--- config.mk ---
export PLATFORM = sky130hd
export DESIGN_NAME = sys_cmd_ctrl
export DESIGN_NICKNAME = d
export VERILOG_FILES = /design/src/rtl/sys_cmd_ctrl_pkg.sv /design/src/rtl/sys_cmd_timeout.sv /design/src/rtl/sys_cmd_ctrl.sv
export SDC_FILE = /design/constraint.sdc
export NUM_CORES = 1
export LEC_CHECK = 0
export BUFFER_PORTS_ARGS = -buffer_cell sky130_fd_sc_hd__buf_4
export CAP_MARGIN = 10
export CORE_UTILIZATION = 53
export CTS_BUF_LIST = sky130_fd_sc_hd__clkbuf_2 sky130_fd_sc_hd__clkbuf_4 sky130_fd_sc_hd__clkbuf_8
export DETAILED_ROUTE_END_ITERATION = 10
export PLACE_DENSITY = 0.86
export SLEW_MARGIN = 20
export SYNTH_ARGS = -nofsm -noshare
export SYNTH_HDL_FRONTEND = slang
export SYNTH_SLANG_ARGS = --single-unit
--- constraint.sdc ---
create_clock -name i_clk -period 2.4 [get_ports i_clk]
set_input_delay 0.24 -clock i_clk [delete_from_list [all_inputs] [get_ports i_clk]]
set_output_delay 0.24 -clock i_clk [all_outputs]
set_load 0.02 [all_outputs]
--- src/rtl/sys_cmd_ctrl_pkg.sv ---
// Shared definitions for the UART command controller: FSM state encoding, default opcodes and widths.
// Latency: n/a (types and constants only). Backpressure: n/a.
package sys_cmd_ctrl_pkg;

  localparam int         WIDTH_DEF    = 8;
  localparam int         ADD_SIZE_DEF = 4;
  localparam logic [7:0] CMD_WR_DEF   = 8'hAA;
  localparam logic [7:0] CMD_RD_DEF   = 8'hBB;

  typedef enum logic [2:0] {
    IDLE    = 3'd0,
    WR_ADDR = 3'd1,
    WR_DATA = 3'd2,
    RD_ADDR = 3'd3,
    RD_WAIT = 3'd4,
    TX_SEND = 3'd5
  } state_t;

  // States in which a partial frame is waiting for its next byte.
  function automatic logic is_timed(input state_t s);
    return (s == WR_ADDR) || (s == WR_DATA) || (s == RD_ADDR);
  endfunction

endpackage

--- src/rtl/sys_cmd_timeout.sv ---
// Inter-byte timeout counter: counts while i_run, clears when idle or on i_clr, flags expiry at TIMEOUT_CYCLES-1.
// Latency: o_expired is combinational from the count register. Backpressure: none.
module sys_cmd_timeout #(
  parameter int TIMEOUT_CYCLES = 1024
) (
  input  logic i_clk,
  input  logic i_rst,
  input  logic i_run,
  input  logic i_clr,
  output logic o_expired
);

  localparam int CW = (TIMEOUT_CYCLES > 2) ? $clog2(TIMEOUT_CYCLES) : 1;

  logic [CW-1:0] cnt_q, cnt_d;

  always_comb begin
    cnt_d = cnt_q + 1'b1;
    if (!i_run || i_clr) cnt_d = '0;
  end

  always_ff @(posedge i_clk) begin
    if (!i_rst) cnt_q <= '0;
    else        cnt_q <= cnt_d;
  end

  assign o_expired = i_run && !i_clr && (cnt_q == CW'(TIMEOUT_CYCLES - 1));

endmodule

--- src/rtl/sys_cmd_ctrl.sv ---
// UART byte-command parser driving register-file read/write strobes; read data returned to UART TX.
// Latency: strobes 1 cycle after the last frame byte, o_tx_valid 2 cycles after o_rf_en_r. Backpressure: TX holds while i_tx_busy.
// Optional inter-byte timeout enabled by defining CMD_TIMEOUT_EN.
module sys_cmd_ctrl
  import sys_cmd_ctrl_pkg::*;
#(
  parameter int             WIDTH          = WIDTH_DEF,
  parameter int             ADD_SIZE       = ADD_SIZE_DEF,
  parameter logic [WIDTH-1:0] CMD_WR       = WIDTH'(CMD_WR_DEF),
  parameter logic [WIDTH-1:0] CMD_RD       = WIDTH'(CMD_RD_DEF),
  parameter int             TIMEOUT_CYCLES = 1024
) (
  input  logic                i_clk,
  input  logic                i_rst,
  input  logic [WIDTH-1:0]    i_rx_data,
  input  logic                i_rx_valid,
  output logic [ADD_SIZE-1:0] o_rf_add,
  output logic [WIDTH-1:0]    o_rf_data,
  output logic                o_rf_en_w,
  output logic                o_rf_en_r,
  input  logic [WIDTH-1:0]    i_rf_data,
  output logic [WIDTH-1:0]    o_tx_data,
  output logic                o_tx_valid,
  input  logic                i_tx_busy,
  output logic                o_busy,
  output logic                o_err
);

  state_t              state_q, state_d;
  logic [ADD_SIZE-1:0] rf_add_q, rf_add_d;
  logic [WIDTH-1:0]    rf_data_q, rf_data_d;
  logic [WIDTH-1:0]    tx_data_q, tx_data_d;
  logic                en_w_q, en_w_d;
  logic                en_r_q, en_r_d;
  logic                tx_valid_q, tx_valid_d;
  logic                err_q, err_d;
  logic                cap_q, cap_d;
  logic                addr_ok;
  logic                timeout_expired;

  assign addr_ok = (i_rx_data[WIDTH-1:ADD_SIZE] == '0);

`ifdef CMD_TIMEOUT_EN
  sys_cmd_timeout #(
    .TIMEOUT_CYCLES(TIMEOUT_CYCLES)
  ) u_timeout (
    .i_clk     (i_clk),
    .i_rst     (i_rst),
    .i_run     (is_timed(state_q)),
    .i_clr     (i_rx_valid),
    .o_expired (timeout_expired)
  );
`else
  assign timeout_expired = 1'b0;
`endif

  always_comb begin
    state_d    = state_q;
    rf_add_d   = rf_add_q;
    rf_data_d  = rf_data_q;
    tx_data_d  = tx_data_q;
    en_w_d     = 1'b0;
    en_r_d     = 1'b0;
    tx_valid_d = 1'b0;
    err_d      = 1'b0;
    cap_d      = 1'b0;
    unique case (state_q)
      IDLE: if (i_rx_valid) begin
        if (i_rx_data == CMD_WR)      state_d = WR_ADDR;
        else if (i_rx_data == CMD_RD) state_d = RD_ADDR;
        else                          err_d   = 1'b1;
      end
      WR_ADDR: if (i_rx_valid) begin
        if (addr_ok) begin
          rf_add_d = i_rx_data[ADD_SIZE-1:0];
          state_d  = WR_DATA;
        end else begin
          err_d   = 1'b1;
          state_d = IDLE;
        end
      end
      WR_DATA: if (i_rx_valid) begin
        rf_data_d = i_rx_data;
        en_w_d    = 1'b1;
        state_d   = IDLE;
      end
      RD_ADDR: if (i_rx_valid) begin
        if (addr_ok) begin
          rf_add_d = i_rx_data[ADD_SIZE-1:0];
          en_r_d   = 1'b1;
          state_d  = RD_WAIT;
        end else begin
          err_d   = 1'b1;
          state_d = IDLE;
        end
      end
      // RD_WAIT spans the strobe cycle; the register file answers one cycle
      // later, so the capture lands on the first TX_SEND cycle (cap_q).
      RD_WAIT: begin
        err_d   = i_rx_valid;
        cap_d   = 1'b1;
        state_d = TX_SEND;
      end
      TX_SEND: begin
        err_d = i_rx_valid;
        if (cap_q) tx_data_d = i_rf_data;
        if (!i_tx_busy) begin
          tx_valid_d = 1'b1;
          state_d    = IDLE;
        end
      end
      default: state_d = IDLE;
    endcase
    if (timeout_expired) begin
      err_d   = 1'b1;
      state_d = IDLE;
    end
  end

  always_ff @(posedge i_clk) begin
    if (!i_rst) begin
      state_q    <= IDLE;
      rf_add_q   <= '0;
      rf_data_q  <= '0;
      tx_data_q  <= '0;
      en_w_q     <= 1'b0;
      en_r_q     <= 1'b0;
      tx_valid_q <= 1'b0;
      err_q      <= 1'b0;
      cap_q      <= 1'b0;
    end else begin
      state_q    <= state_d;
      rf_add_q   <= rf_add_d;
      rf_data_q  <= rf_data_d;
      tx_data_q  <= tx_data_d;
      en_w_q     <= en_w_d;
      en_r_q     <= en_r_d;
      tx_valid_q <= tx_valid_d;
      err_q      <= err_d;
      cap_q      <= cap_d;
    end
  end

  assign o_rf_add   = rf_add_q;
  assign o_rf_data  = rf_data_q;
  assign o_rf_en_w  = en_w_q;
  assign o_rf_en_r  = en_r_q;
  assign o_tx_data  = tx_data_q;
  assign o_tx_valid = tx_valid_q;
  assign o_err      = err_q;
  assign o_busy     = (state_q != IDLE);

endmodule
-- After elaboration in Yosys (flattened, before gate mapping)
Cells that the tools add are included.
- $add $sub $neg: 0
- multipliers: 0
- divide/modulo/power cells: 0
- magnitude comparators: 0
- equality and inequality tests: 13
- shifts and indexed selects: 0
- multiplexer cells: 20
- bitwise logic cells: 0
- reductions and logical operators: 12
- operators with widths (kind ; count):
    $mux 3 ; 8
    $pmux 3 s6 ; 1
    $eq 8x8->1 const B ; 2
    $ne 2x2->1 const B ; 5
    $mux 1 ; 9
    $reduce_and 2->1 ; 4
    $eq 3x2->1 const B ; 2
    $eq 3x3->1 const B ; 2
    $reduce_and 3->1 ; 2
    $reduce_and 6->1 ; 1
    $logic_not 4->1 ; 1
    $reduce_or 2->1 ; 2
    $eq 3x1->1 const B ; 1
    $logic_not 3->1 ; 1
    $ne 3x3->1 const B ; 1
    $pmux 1 s3 ; 1
    $reduce_bool 3->1 ; 1
    $mux 2 ; 1
- register bits after elaboration: 28
- latch bits: 0
- RAM bits: 0
- memory bits (read-only): 0
- bits of input ports: 20
- output and inout port bits: 25
- logic and storage cells: 54
- memories kept: 0

-- Logic depth before layout (Yosys ltp)
- depth in word-level cells: 5
- depth in mapped cells: 5
- depth with buffers taken out: 4

-- Worst setup path before layout
OpenSTA, ideal clock, no wires.
- path kind: input -> register
- start point: input port i_rx_data[4]
- end point: register rf_add_q[0] (netlist: o_rf_add[0])
- setup time: 116 ps
- data arrival time: 1398 ps
- data required time: 2284 ps
- setup slack: 886 ps
- stages: 5
- path buffers: 1
- cell sequence: or4_4 -> or3_1 -> buf_6 -> mux2i_1 -> nor2b_1
- cells in the longest elaborated chain, start to end: 2
- ends and longest elaborated chain (element ; RTL line ; source):
    start: declaration ; sys_cmd_ctrl.sv:15 ; input logic [WIDTH-1:0] i_rx_data,
    $logic_not 4->1 ; sys_cmd_ctrl.sv:41 ; assign addr_ok = (i_rx_data[WIDTH-1:ADD_SIZE] == '0);
    $reduce_and 3->1 (no source line) ; - ;
    end signal: assignment ; sys_cmd_ctrl.sv:133 ; rf_add_q <= rf_add_d;
    end: declaration ; sys_cmd_ctrl.sv:30 ; logic [ADD_SIZE-1:0] rf_add_q, rf_add_d;
No other way between the ends.
A chain may end at the register's enable or synchronous reset.

-- Worst setup path after layout
- start point: register state_q[1]
- end point: register rf_data_q[6] (netlist: o_rf_data[6])
- cells in the longest elaborated chain, start to end: 2
- ends and longest elaborated chain (element ; RTL line ; source):
    start: declaration ; sys_cmd_ctrl.sv:29 ; state_t state_q, state_d;
    start signal: assignment ; sys_cmd_ctrl.sv:132 ; state_q <= state_d;
    $eq 3x2->1 ; sys_cmd_ctrl.sv:67 ; unique case (state_q)
    $reduce_and 2->1 (no source line) ; - ;
    end signal: assignment ; sys_cmd_ctrl.sv:134 ; rf_data_q <= rf_data_d;
    end: declaration ; sys_cmd_ctrl.sv:31 ; logic [WIDTH-1:0] rf_data_q, rf_data_d;
No other way between the ends.

==> impl_metrics.ini <==
[worst_hold_path]
hold_end = o_tx_valid$_SDFF_PN0_
min-delay-start = i_tx_busy
hold_depth = 2
hp-class = in -> reg

[finish]
area_growth_pct = 32.83
layout_commonest_cell = buf_4
final_nets = 187
fillers = 149
final_cell_mix = buf_4 (44), dfxtp_1 (28), nand2_1 (20)
register_area_um2 = 560.5
multi_input_area_um2 = 559.3
insertedDiodeCount = 0
drive_gt1_share_pct = 30.72

[setup_path]
reg2reg_to = o_rf_data[6]$_SDFFE_PN0P_
rrSetupSlack_ps = 780
worstPathMaxFanout = 9
startpoint_type = flop
worstRegToRegCells = 4
end_kind = flop
worstPathRequired_ps = 2630
r2r-start = state_q[1]$_SDFFE_PN0P_
crit_type = reg -> reg
cp_data_arrival_time_ps = 1860

[logic_synthesis]
synth_area_mm2 = 0.001162
synth-edff-count = 0
yosys_most_used_dff = dfxtp_1
synth_top_cell_area_share_pct = 48.22
synthesis.instances = 125
synth.distinct_cells = 26
synth.area.top_cells = dfxtp_1 (48%), mux2i_1 (10%), nor2b_1 (8.1%), a21boi_0 (7.1%), nand2_1 (6.5%)
seq_area_frac_synth_pct = 48.22
avgSynthCellArea_um2 = 9.299
synth_nets = 145
async_flop_share_pct = 0
yosysTopAreaCell = dfxtp_1
synth_warnings = 0
ys_ff_latch = 28

[sta]
tns_ps = 0
setup_viol = 0
skew_ps = 1.217
grt_setup_unrepaired = no
layout_setup_ws_ps = 775.4
tightest_slew_ps = 507.7
fmax_ghz = 0.6155
fin_crit_ps = 1625
period_share_pct = 67.69
relSlewSlack_pct = 66.15
hold_viol = 0
slew_viol_final = 0

[clock_tree]
clkTransAtPathRegs_ps = 150
htreeDepth = 1
cts_buffer_depth = 2
clk_latency_ps = 320
post_cts_buffers = 0
cts_tree = built
cts.sinks = 28
cts_made_buffers = 3
cts_root_buf = clkbuf_4
cts_hold_buffers = 0
ctsResizeCount = 0

[placement]
place_hpwl_um = 1883
place_congestion = 0.8474
pre_cts_ws_ps = 686.6
io_buffers = 44

[grt]
grt_pass1_vias = 959
grt_antenna_before_repair = 0
grtUsageTotal_pct = 23.51
overflow = 0
grt_first_pass_wirelength_um = 4312
grt_max_degree = 29

[routing]
drt-total-wl_um = 2573
ant_nets = 0
routed_via_density = 5.192
drt_drc_violations_left = 0
wl_per_cell_um = 13.33
dr.pass1.iters = 4
dr.first_iter.drc_count = 19
vias = 1002

[floorplan]
ios = 45
die_area_mm2 = 0.002384
die_h_um = 48.83
die_width_um = 48.83
start_util_pct = 58.06
core_area_mm2 = 0.002002
num_rows = 16

[power_and_ir_drop]
p_per_area_mw_per_mm2 = 539.3
vdd_drop_max_v = 0.0004192
leakagePower_nw = 0.6527

[run]
timing.max_cap.violations = 0

[run_status]
status = complete, no violations
state kept, by name (all words and copies together), names as in the netlist:
signal      count
o_tx_valid      1
o_rf_en_r       1
o_err           1
o_rf_add        4
state_q         3
cap_q           1
o_rf_en_w       1
o_tx_data       8
o_rf_data       8
synthesized netlist by cell type (3+ instances only):
library cell  instances
a21boi_0             11
a31oi_1               3
clkbuf_1              5
dfxtp_1              28
mux2i_1              12
nand2_1              20
nand3_1               3
nor2_1                6
nor2b_1              15
cell type report:
cell class	count	area share [%]
tap	27	2.188
multi-input combinational	88	36.22
timing repair buffer	44	21.39
sequential	28	36.30
clock inverter	1	1.945
inverter	2	0.4862
clock buffer	3	1.459
metal layers:
metal  global-route usage, %  part of all wire [%]
met5                       0                     0
met2                   38.66                    51
met4                   14.22                   2.6
met3                   4.050                   4.5
met1                   28.60                    42
through the flow:
step | std cells | power (mW) | hold slack (ps) | util, % | instance area, um2
2_1_floorplan | 125 | 0.5023 | 316.8 | - | 1162
3_3_place_gp | 189 | 0.5367 | 438.9 | 74.50 | 1491
3_5_place_dp | 189 | 0.5384 | 444.7 | 74.50 | 1491
4_1_cts | 193 | 0.8415 | 78.17 | 77.13 | 1544
5_1_grt | 193 | 0.8672 | 68.61 | 77.13 | 1544
6_report | 193 | 0.8327 | 93.65 | 77.13 | 1544
logic make-up (layout without fill, tap and decap cells):
kind of cell	after synthesis	in the layout	synth area share, %
buffers and inverters	9	50	3.660
multiplexers	12	12	10.33
AND/OR/NAND/NOR	56	56	24.97
AO/OA/AOI/OAI	19	19	12.06
flip-flops	28	28	48.22
XOR/XNOR	1	1	0.7536
worst max path at each step:
stage	start	endpoint	slack, ps	depth (start not counted)
5_1_grt	state_q[1]$_SDFFE_PN0P_	o_rf_data[0]$_SDFFE_PN0P_	620	4
3_3_place_gp	i_rx_data[4]	o_rf_add[3]$_SDFFE_PN0P_	730	5
6_report	state_q[1]$_SDFFE_PN0P_	o_rf_data[6]$_SDFFE_PN0P_	780	4
2_1_floorplan	i_rx_data[4]	o_rf_add[0]$_SDFFE_PN0P_	890	5
3_5_place_dp	i_rx_data[4]	o_rf_add[1]$_SDFFE_PN0P_	690	5
4_1_cts	state_q[1]$_SDFFE_PN0P_	o_rf_data[6]$_SDFFE_PN0P_	780	4
power by group:
part | switching [mW] | internal (mW) | total, mW | leakage (nW)
registers | 0.00144 | 0.467 | 0.468 | 0.226
logic | 0.0264 | 0.0341 | 0.0605 | 0.399
clock network | 0.135 | 0.169 | 0.304 | 0.0279
worst max-delay path, stage by stage (launching register included):
cell	delay [ps]
dfxtp_1	490
nor2b_1	210
and3_1	500
mux2i_1	260
nor2b_1	70
Power figures use the tool's default switching activity.
